==> config.mk <==
export PLATFORM = sky130hd
export DESIGN_NAME = sdram_cpu_bridge_flat
export DESIGN_NICKNAME = d
export VERILOG_FILES = /design/src/rtl/sdram_cpu_bridge_if.sv /design/src/rtl/sdram_cpu_bridge.sv /design/src/flat_wrapper.sv
export SDC_FILE = /design/constraint.sdc
export NUM_CORES = 1
export LEC_CHECK = 0
export CAP_MARGIN = 20
export CORE_ASPECT_RATIO = 1.4
export CORE_MARGIN = 8
export CORE_UTILIZATION = 40
export DETAILED_ROUTE_END_ITERATION = 8
export GPL_TIMING_DRIVEN = 0
export PLACE_DENSITY = 0.68
export SYNTH_ARGS = -nofsm -noshare
export SYNTH_HDL_FRONTEND = slang
export SYNTH_SLANG_ARGS = --single-unit
==> constraint.sdc <==
create_clock -name clock_100_mhz -period 3.8 [get_ports clock_100_mhz]
set_input_delay 0.57 -clock clock_100_mhz [delete_from_list [all_inputs] [get_ports clock_100_mhz]]
set_output_delay 0.57 -clock clock_100_mhz [all_outputs]
set_load 0.01 [all_outputs]
==> src/rtl/sdram_cpu_bridge_if.sv <==
// Signal bundle between the CPU bus, the bridge and the SDRAM/VGA memory block.
// The bridge connects through the master modport. The CPU and memory side connect through the slave modport.
interface sdram_cpu_bridge_if;
  // Handshake: cpu_req is a one-cycle start strobe, taken only while cpu_busy=0, and each
  // accepted request ends with exactly one cpu_done pulse. On the memory side a transaction
  // starts when m_address changes, and it completes only when m_ready is seen low and then high.
  logic        cpu_req;
  logic        cpu_we;
  logic        cpu_word;
  logic [25:0] cpu_address;
  logic [15:0] cpu_wdata;
  logic [15:0] cpu_rdata;
  logic        cpu_busy;
  logic        cpu_done;
  logic        cpu_err;
  logic [25:0] m_address;
  logic        m_we;
  logic [7:0]  m_wdata;
  logic [7:0]  m_rdata;
  logic        m_ready;

  modport master (
    input  cpu_req, cpu_we, cpu_word, cpu_address, cpu_wdata, m_rdata, m_ready,
    output cpu_rdata, cpu_busy, cpu_done, cpu_err, m_address, m_we, m_wdata
  );

  modport slave (
    output cpu_req, cpu_we, cpu_word, cpu_address, cpu_wdata, m_rdata, m_ready,
    input  cpu_rdata, cpu_busy, cpu_done, cpu_err, m_address, m_we, m_wdata
  );
endinterface

==> src/rtl/sdram_cpu_bridge.sv <==
// CPU front end for the SDRAM/VGA memory block: byte/word requests become byte
// transactions on the memory's address-change / ready interface.
module sdram_cpu_bridge #(
  parameter int TIMEOUT = 4096
) (
  input  logic                      clock_100_mhz,
  input  logic                      reset_n,
  sdram_cpu_bridge_if.master        bus,
  output logic [2:0]                dbg_state
);
  typedef enum logic [2:0] {
    IDLE     = 3'd0,
    ISSUE    = 3'd1,
    DUMMY_LO = 3'd2,
    DUMMY_HI = 3'd3,
    WAIT_LO  = 3'd4,
    WAIT_HI  = 3'd5,
    DONE     = 3'd6
  } state_t;

  localparam int CW = $clog2(TIMEOUT);

  state_t        state, state_n;
  logic [CW-1:0] tmo_cnt;
  logic          lat_we, lat_word, idx;
  logic [25:0]   lat_addr, target;
  logic [15:0]   lat_wdata, rdata_q;
  logic          busy_q, done_q, err_q, m_we_q;
  logic [25:0]   m_address_q;
  logic [7:0]    m_wdata_q;
  logic          accept, drive_real, drive_dummy, capture, advance, timed_out;
  logic          tmo_hit, waiting;

  assign target        = lat_addr + {25'd0, idx};
  assign tmo_hit       = (tmo_cnt == CW'(TIMEOUT - 1));
  assign waiting       = (state == DUMMY_LO) || (state == DUMMY_HI) ||
                         (state == WAIT_LO)  || (state == WAIT_HI);
  assign dbg_state     = state;
  assign bus.cpu_rdata = rdata_q;
  assign bus.cpu_busy  = busy_q;
  assign bus.cpu_done  = done_q;
  assign bus.cpu_err   = err_q;
  assign bus.m_address = m_address_q;
  assign bus.m_we      = m_we_q;
  assign bus.m_wdata   = m_wdata_q;

  always_ff @(posedge clock_100_mhz or negedge reset_n) begin
    if (!reset_n) state <= IDLE;
    else          state <= state_n;
  end

  // Each wait state moves on only on the m_ready edge it is waiting for.
  // A real ready event wins over a timeout that expires in the same cycle.
  always_comb begin
    state_n     = state;
    accept      = 1'b0;
    drive_real  = 1'b0;
    drive_dummy = 1'b0;
    capture     = 1'b0;
    advance     = 1'b0;
    timed_out   = 1'b0;
    case (state)
      IDLE: if (bus.cpu_req) begin
        accept  = 1'b1;
        state_n = ISSUE;
      end
      ISSUE: begin
        // An unchanged address would not start a memory cycle, so touch the neighbour first.
        if (target == m_address_q) begin
          drive_dummy = 1'b1;
          state_n     = DUMMY_LO;
        end else begin
          drive_real = 1'b1;
          state_n    = WAIT_LO;
        end
      end
      DUMMY_LO: begin
        if (!bus.m_ready)  state_n = DUMMY_HI;
        else if (tmo_hit) begin timed_out = 1'b1; state_n = DONE; end
      end
      DUMMY_HI: begin
        if (bus.m_ready) begin
          drive_real = 1'b1;
          state_n    = WAIT_LO;
        end else if (tmo_hit) begin timed_out = 1'b1; state_n = DONE; end
      end
      WAIT_LO: begin
        if (!bus.m_ready)  state_n = WAIT_HI;
        else if (tmo_hit) begin timed_out = 1'b1; state_n = DONE; end
      end
      WAIT_HI: begin
        if (bus.m_ready) begin
          capture = !lat_we;
          if (lat_word && !idx) begin
            advance = 1'b1;
            state_n = ISSUE;
          end else begin
            state_n = DONE;
          end
        end else if (tmo_hit) begin timed_out = 1'b1; state_n = DONE; end
      end
      DONE:    state_n = IDLE;
      default: state_n = IDLE;
    endcase
  end

  always_ff @(posedge clock_100_mhz or negedge reset_n) begin
    if (!reset_n) begin
      tmo_cnt     <= '0;
      lat_we      <= 1'b0;
      lat_word    <= 1'b0;
      lat_addr    <= '0;
      lat_wdata   <= '0;
      idx         <= 1'b0;
      rdata_q     <= '0;
      busy_q      <= 1'b0;
      done_q      <= 1'b0;
      err_q       <= 1'b0;
      m_address_q <= '0;
      m_we_q      <= 1'b0;
      m_wdata_q   <= '0;
    end else begin
      if (state_n != state) tmo_cnt <= '0;
      else if (waiting)     tmo_cnt <= tmo_cnt + 1'b1;
      if (accept) begin
        lat_we    <= bus.cpu_we;
        lat_word  <= bus.cpu_word;
        lat_addr  <= bus.cpu_address;
        lat_wdata <= bus.cpu_wdata;
        idx       <= 1'b0;
        rdata_q   <= '0;
        busy_q    <= 1'b1;
        err_q     <= 1'b0;
      end
      if (drive_dummy) begin
        m_address_q <= target ^ 26'd1;
        m_we_q      <= 1'b0;
      end
      if (drive_real) begin
        m_address_q <= target;
        m_we_q      <= lat_we;
        m_wdata_q   <= idx ? lat_wdata[15:8] : lat_wdata[7:0];
      end
      if (capture) begin
        if (idx) rdata_q[15:8] <= bus.m_rdata;
        else     rdata_q[7:0]  <= bus.m_rdata;
      end
      if (advance)   idx   <= 1'b1;
      if (timed_out) err_q <= 1'b1;
      done_q <= (state_n == DONE);
      if (state == DONE) begin
        busy_q <= 1'b0;
        m_we_q <= 1'b0;
      end
    end
  end
endmodule

==> src/flat_wrapper.sv <==
// flat-port wrapper written by rule: the top's interface ports become plain ports
module sdram_cpu_bridge_flat 
#(
  parameter int TIMEOUT = 4096
)
  (clock_100_mhz, reset_n, dbg_state, bus_cpu_req, bus_cpu_we, bus_cpu_word, bus_cpu_address, bus_cpu_wdata, bus_m_rdata, bus_m_ready, bus_cpu_rdata, bus_cpu_busy, bus_cpu_done, bus_cpu_err, bus_m_address, bus_m_we, bus_m_wdata);
  sdram_cpu_bridge_if bus_i ();
  input  logic clock_100_mhz;
  input  logic reset_n;
  output logic [2:0] dbg_state;
  input wire logic [$bits(bus_i.cpu_req)-1:0] bus_cpu_req;
  input wire logic [$bits(bus_i.cpu_we)-1:0] bus_cpu_we;
  input wire logic [$bits(bus_i.cpu_word)-1:0] bus_cpu_word;
  input wire logic [$bits(bus_i.cpu_address)-1:0] bus_cpu_address;
  input wire logic [$bits(bus_i.cpu_wdata)-1:0] bus_cpu_wdata;
  input wire logic [$bits(bus_i.m_rdata)-1:0] bus_m_rdata;
  input wire logic [$bits(bus_i.m_ready)-1:0] bus_m_ready;
  output wire logic [$bits(bus_i.cpu_rdata)-1:0] bus_cpu_rdata;
  output wire logic [$bits(bus_i.cpu_busy)-1:0] bus_cpu_busy;
  output wire logic [$bits(bus_i.cpu_done)-1:0] bus_cpu_done;
  output wire logic [$bits(bus_i.cpu_err)-1:0] bus_cpu_err;
  output wire logic [$bits(bus_i.m_address)-1:0] bus_m_address;
  output wire logic [$bits(bus_i.m_we)-1:0] bus_m_we;
  output wire logic [$bits(bus_i.m_wdata)-1:0] bus_m_wdata;
  assign bus_i.cpu_req = bus_cpu_req;
  assign bus_i.cpu_we = bus_cpu_we;
  assign bus_i.cpu_word = bus_cpu_word;
  assign bus_i.cpu_address = bus_cpu_address;
  assign bus_i.cpu_wdata = bus_cpu_wdata;
  assign bus_i.m_rdata = bus_m_rdata;
  assign bus_i.m_ready = bus_m_ready;
  assign bus_cpu_rdata = bus_i.cpu_rdata;
  assign bus_cpu_busy = bus_i.cpu_busy;
  assign bus_cpu_done = bus_i.cpu_done;
  assign bus_cpu_err = bus_i.cpu_err;
  assign bus_m_address = bus_i.m_address;
  assign bus_m_we = bus_i.m_we;
  assign bus_m_wdata = bus_i.m_wdata;
  sdram_cpu_bridge #(.TIMEOUT(TIMEOUT)) u_core (.clock_100_mhz(clock_100_mhz), .reset_n(reset_n), .bus(bus_i), .dbg_state(dbg_state));
endmodule
Word level (Yosys, flattened, before mapping)
Index checks and enable logic that the tools add are counted.
{"block": "word_totals", "regBits": 114, "in_bits": 56, "out_inout_bits": 57, "word_cells": 84}
{"block": "op_classes", "n_addsub": 2, "eq_ne": 10, "mux": 42, "bitwise_logic": 1, "reduce_logical": 15}
{"op": "$mux 26", "n": 2}
{"op": "$mux 16", "n": 2}
{"op": "$add 26x1->26", "n": 1}
{"op": "$eq 26x26->1", "n": 1}
{"op": "$mux 12", "n": 2}
{"op": "$mux 3", "n": 8}
{"op": "$mux 8", "n": 3}
{"op": "$mux 1", "n": 22}
{"op": "$pmux 3 s6", "n": 1}
{"op": "$add 12x1->12 const B", "n": 1}
{"op": "$eq 12x12->1 const B", "n": 1}
{"op": "$eq 3x3->1 const B", "n": 4}
{"op": "$reduce_bool 2->1", "n": 5}
{"op": "$eq 3x2->1 const B", "n": 2}
{"op": "$pmux 1 s2", "n": 2}
{"op": "$reduce_or 2->1", "n": 2}
{"op": "$eq 3x1->1 const B", "n": 1}
{"op": "$logic_not 3->1", "n": 1}
{"op": "$logic_or 1x1->1", "n": 3}
{"op": "$ne 3x3->1", "n": 1}
{"op": "$reduce_bool 3->1", "n": 1}
{"op": "$logic_not 1->1", "n": 2}
{"op": "$logic_and 1x1->1", "n": 1}
{"op": "$not 1->1", "n": 1}

Longest topological paths before layout
{"block": "depth", "word_depth": 7, "depth_mapped": 11, "mapped_depth_nobuf": 10}

Worst setup path after synthesis
OpenSTA, ideal clock, no wires.
{"block": "synth_path", "path_kind": "register to register", "from": "reg u_core.idx", "to": "reg u_core.m_wdata_q[0], in the netlist u_core.bus.m_wdata[0]", "setup_time_ps": 125, "t_arrival_ps": 3028, "t_required_ps": 3675, "setup_slack_ps": 647, "path_stages_with_launch": 11, "period_less_slack_ps": 3153, "path_cell_list": "dfrtp_1 ha_1 nand4_2 nor3_4 a311oi_1 or4_1 nor4_1 nor3b_2 or4b_4 nand2_8 mux2_4"}
{"block": "synth_via", "elab_chain_len": 4, "word_cells_on_any_way": 5}
{"element": "from (decl)", "line_no": "sdram_cpu_bridge.sv:25", "source": "logic lat_we, lat_word, idx;"}
{"element": "from (signal assigned)", "line_no": "sdram_cpu_bridge.sv:114", "source": "idx <= 1'b0;"}
{"element": "from (signal assigned)", "line_no": "sdram_cpu_bridge.sv:130", "source": "idx <= 1'b0;"}
{"element": "from (signal assigned)", "line_no": "sdram_cpu_bridge.sv:148", "source": "if (advance) idx <= 1'b1;"}
{"element": "$add 26x1->26", "line_no": "sdram_cpu_bridge.sv:34", "source": "assign target = lat_addr + {25'd0, idx};"}
{"element": "$eq 26x26->1", "line_no": "sdram_cpu_bridge.sv:69", "source": "if (target == m_address_q) begin"}
{"element": "$mux 1", "line_no": "sdram_cpu_bridge.sv:69"}
{"element": "$pmux 1 s2", "line_no": "sdram_cpu_bridge.sv:62", "source": "case (state)"}
{"element": "to (signal assigned)", "line_no": "sdram_cpu_bridge.sv:142", "source": "m_wdata_q <= idx ? lat_wdata[15:8] : lat_wdata[7:0];"}
{"element": "to (decl)", "line_no": "sdram_cpu_bridge.sv:30", "source": "logic [7:0] m_wdata_q;"}
Parallel ways exist; a longest one is shown, timed or not.
A chain may end at the register's enable or synchronous reset.

Final worst setup path
{"block": "layout_path", "from": "reg u_core.idx", "to": "reg u_core.m_wdata_q[4], in the netlist u_core.bus.m_wdata[4]"}
Same word-level chain as after synthesis.

==> run summary <==
The number of buffers added on ports came out at 111. The routed via count came out at 4931. CTS placed an instance of sky130_fd_sc_hd__clkbuf_16 at the clock tree root.

The post-synth design cell area is 6030 sq um. The number of nets in the layout came out at 771. Across the routed clock network, the largest skew measured is 0.0134 ns.

The synthesized area divided by synthesized cell count is 10.4 sq um. Walking the worst path, the cells encountered are ha_1, nand4_4, or4_4, nor4_4, o211ai_2, nor4_2, nor3b_2, or4b_4, nand2_8, mux2_4. The placeable core area came out at 14900 sq um. The final antenna diode count is 0.

Data on the critical path is required at its endpoint by 4.10 ns. The via count of the first global-routing pass is 5380. The total of endpoints with negative setup slack in the final report came out at 0.

Based on the critical path, the design can be clocked at up to 0.274 GHz. The count of max-cap constraint violations is 0. The insertion delay to the later sink of the worst-skew pair is 0.42 ns. The DRC violations left came out at 0. The flow ran to the end, and the final reports show no timing, DRC or antenna violations. The number of buffers inserted during clock tree synthesis came out at 17. The overall die width is 120 microns. The overall fraction of global-route tracks in use came out at 18.0%. The slew at the pin with the worst max-slew slack came out at 0.976 ns. 113 I/O pins were placed.

Power spread over the standard cell area amounts to 860 nW/um^2. For this run the aggregate overflow at the end of global routing stands at 0. The dominant synthesized flop cell is sky130_fd_sc_hd__dfrtp_1. The maximum number of pins on one net before global-route repair is 59. The kind of end point of the critical path is a flop. Dividing the detail-routed via count by the number of cells gives 5.39. The effective utilization at floorplan came out at 40.4%. Once detailed placement completed, the half-perimeter wirelength came to 12300 microns. The floorplan step defined a die boundary enclosing 19300 sq um. The number of sinks driven by the clock tree is 114.

The leakage component of the power is 0.00323 uW. The number of pins with negative max-slew slack in the final report was 0. The worst setup path is launched from a flop. The number of synthesized register bits came out at 114. The cell family contributing the most delay on the critical path is simple AND/OR/NAND/NOR gates. The total number of placement rows is 53. Of the cells placed in the final design, the portion with a size suffix greater than 1 is 16.9%. The worst-case IR drop observed on VDD is 0.389 mV. The register clock-pin slew on the reported worst setup and hold paths came out at 0.05 ns.

The floorplan step set the die height to 161 microns. The fraction of registers with async set or reset after synthesis is 100%. The worst-path maximum fanout came out at 10.

The congestion estimate from routability-driven global placement came to 0.913. The stage delay of the slowest cell on the critical path came out at 0.56 ns. The post-route clock period utilization came out at 95.9%. The buffering stage count on the worst path with inverters included is 0. In this run, distinct cell masters in the synthesized netlist total 63. The share of the Yosys chip area taken by registers is 47.3%. The number of endpoints with negative hold slack in the final report is 0.

The average wire length per cell after detail routing came out at 18.4 microns. The cell count after synthesis came out at 579. For this run, the number of Yosys warnings is 0. The number of enable flip-flop cells after synthesis came out at 0.

The post-detailed-route count of antenna-violating nets came out at 0. The routed design could run at a clock period as short as 3.65 ns. In this run, the number of DRC markers left after iteration 0 of detailed routing was 260.

The final layout contains routed wiring with a total length of 16800 microns. The maximum buffer depth of the clock tree came out at 2. The min-delay analysis places its worst path in the category in2async.

The clock tree from TritonCTS is yes. At the worst endpoint, the arrival time is 3.95 ns. The H-tree was split into 4 levels. The final core utilization came out at 53.7%. Setup repair after global routing left no endpoint under its margin.

The setup path with the least slack is of type reg2reg. Synthesis produced a netlist with a net count of 638. The first TritonRoute pass finished after 5 iterations. The worst pin sits at a relative slew slack of 34.0%.

The initial antenna violation count came to 0. The post-route worst hold slack is 0.121 ns. The growth of design area from synthesis to finish is 32.9%. The global-route wire length before repair came out at 27400 microns. The slowest stage of the critical path is the sky130_fd_sc_hd__or4b_4 cell. Summed over all failing endpoints, the final setup total negative slack is 0 ns.
[where the power goes]
part / total (uW) / switching (uW) / internal (uW) / leakage [uW]
sequential: 2250 / 503 / 1750 / 0.00139
clock: 1490 / 537 / 956 / 0.000269
combinational: 3150 / 1550 / 1600 / 0.00157
[per-stage QoR]
stage	setup WS (ns)	instances	power [uW]	instance area, sq um
global placement	-2.23	882	5240	7380
floorplan	0.647	579	4130	6030
detailed placement	-0.0886	883	5370	7410
global route	0.0532	915	7330	8020
CTS	0.111	914	6920	7980
finish	0.155	915	6890	8020
[state kept, by name, indices dropped and copies added, names as in the netlist]
name                  count
u_core.bus.cpu_busy       1
u_core.lat_we             1
u_core.lat_wdata         16
u_core.dbg_state          3
u_core.idx                1
u_core.bus.cpu_err        1
u_core.tmo_cnt           12
u_core.bus.cpu_rdata     16
u_core.bus.m_address     26
u_core.lat_word           1
u_core.bus.m_we           1
u_core.bus.cpu_done       1
u_core.bus.m_wdata        8
u_core.lat_addr          26
[final cells by class]
| type | count | area (sq um) |
|---|---|---|
| buffer | 32 | 145 |
| clock buffer | 25 | 495 |
| clock inverter | 5 | 52.6 |
| fill | 1316 | 6900 |
| inverter | 9 | 33.8 |
| multi-input combinational | 424 | 3040 |
| sequential | 114 | 2850 |
| tap | 192 | 240 |
| timing repair buffer | 114 | 1150 |
[layout by cell type, fill, tap and decap left out, drive strengths merged, types with 6 or more instances in the layout]
master	netlist	final
buf	11	14
xnor2	43	43
a21oi	33	33
and3	8	8
nor4	8	8
nor3	12	12
clkbuf	21	47
nand2	60	60
o21ai	23	23
nand3	17	17
dfrtp	114	114
nand4	16	16
nand2b	7	7
mux2	62	62
clkdlybuf4s50	0	110
xor2	20	20
inv	9	9
and4	6	6
nor2	54	54
[per-layer routing]
| layer | wire length [microns] | share of wire (%) | vias up | global-route usage (%) |
|---|---|---|---|---|
| li1 | - | - | 2300 | - |
| met1 | 6110 | 36 | 2388 | 17.9 |
| met2 | 8710 | 52 | 189 | 31.6 |
| met3 | 1290 | 7.7 | 54 | 6.88 |
| met4 | 688 | 4.1 | 0 | 10.0 |
| met5 | 0 | 0 | - | 0 |
[worst paths after layout]
kind | startpoint | end | slack (ns) | depth (start not counted)
max | u_core.idx$_DFFE_PN0P_ | u_core.bus.m_wdata[4]$_DFFE_PN0P_ | 0.15 | 10
min | reset_n | u_core.lat_addr[7]$_DFFE_PN0P_ | 0.12 | 1
max reg2reg | u_core.idx$_DFFE_PN0P_ | u_core.bus.m_wdata[4]$_DFFE_PN0P_ | 0.15 | 10
min reg2reg | u_core.bus.cpu_busy$_DFFE_PN0P_ | u_core.bus.cpu_busy$_DFFE_PN0P_ | 0.49 | 2
max in group asynchronous | reset_n | u_core.tmo_cnt[6]$_DFFE_PN0P_ | 3.00 | 2
min in group clock_100_mhz | u_core.bus.cpu_busy$_DFFE_PN0P_ | u_core.bus.cpu_busy$_DFFE_PN0P_ | 0.49 | 2
[logic make-up after synthesis]
| family | after synthesis | share of synthesized area [%] |
|---|---|---|
| DFF | 114 | 47.3 |
| adders and majority gates | 3 | 0.622 |
| AOI/OAI and AO/OA | 84 | 8.61 |
| and+or+nand+nor | 208 | 18.6 |
| xor gates and xnor gates | 63 | 9.15 |
| buffers and inverters | 41 | 2.97 |
| muxes | 66 | 12.7 |
[repair_timing]
action	4_1_cts	5_1_grt
endpoints found under the setup margin	8	8
pin swaps	1	0
hold buffers	0	0
endpoints found under the hold margin	0	0
setup buffers	1	0
resized for setup	1	5
[Yosys cell counts (8+ instances only)]
master / instances / share of area [%]
sky130_fd_sc_hd__a21oi_1: 32 / 2.7
sky130_fd_sc_hd__and3_1: 8 / 0.83
sky130_fd_sc_hd__clkbuf_1: 19 / 1.2
sky130_fd_sc_hd__dfrtp_1: 114 / 47
sky130_fd_sc_hd__inv_1: 9 / 0.56
sky130_fd_sc_hd__mux2_2: 54 / 10
sky130_fd_sc_hd__mux2_4: 8 / 2.0
sky130_fd_sc_hd__nand2_1: 59 / 3.7
sky130_fd_sc_hd__nand3_1: 15 / 1.2
sky130_fd_sc_hd__nand4_1: 13 / 1.3
sky130_fd_sc_hd__nor2_1: 54 / 3.4
sky130_fd_sc_hd__nor3_1: 9 / 0.75
sky130_fd_sc_hd__o21ai_0: 23 / 1.9
sky130_fd_sc_hd__xnor2_1: 43 / 6.2
sky130_fd_sc_hd__xor2_1: 20 / 2.9
No activity file was read; power rests on OpenSTA's default activity.
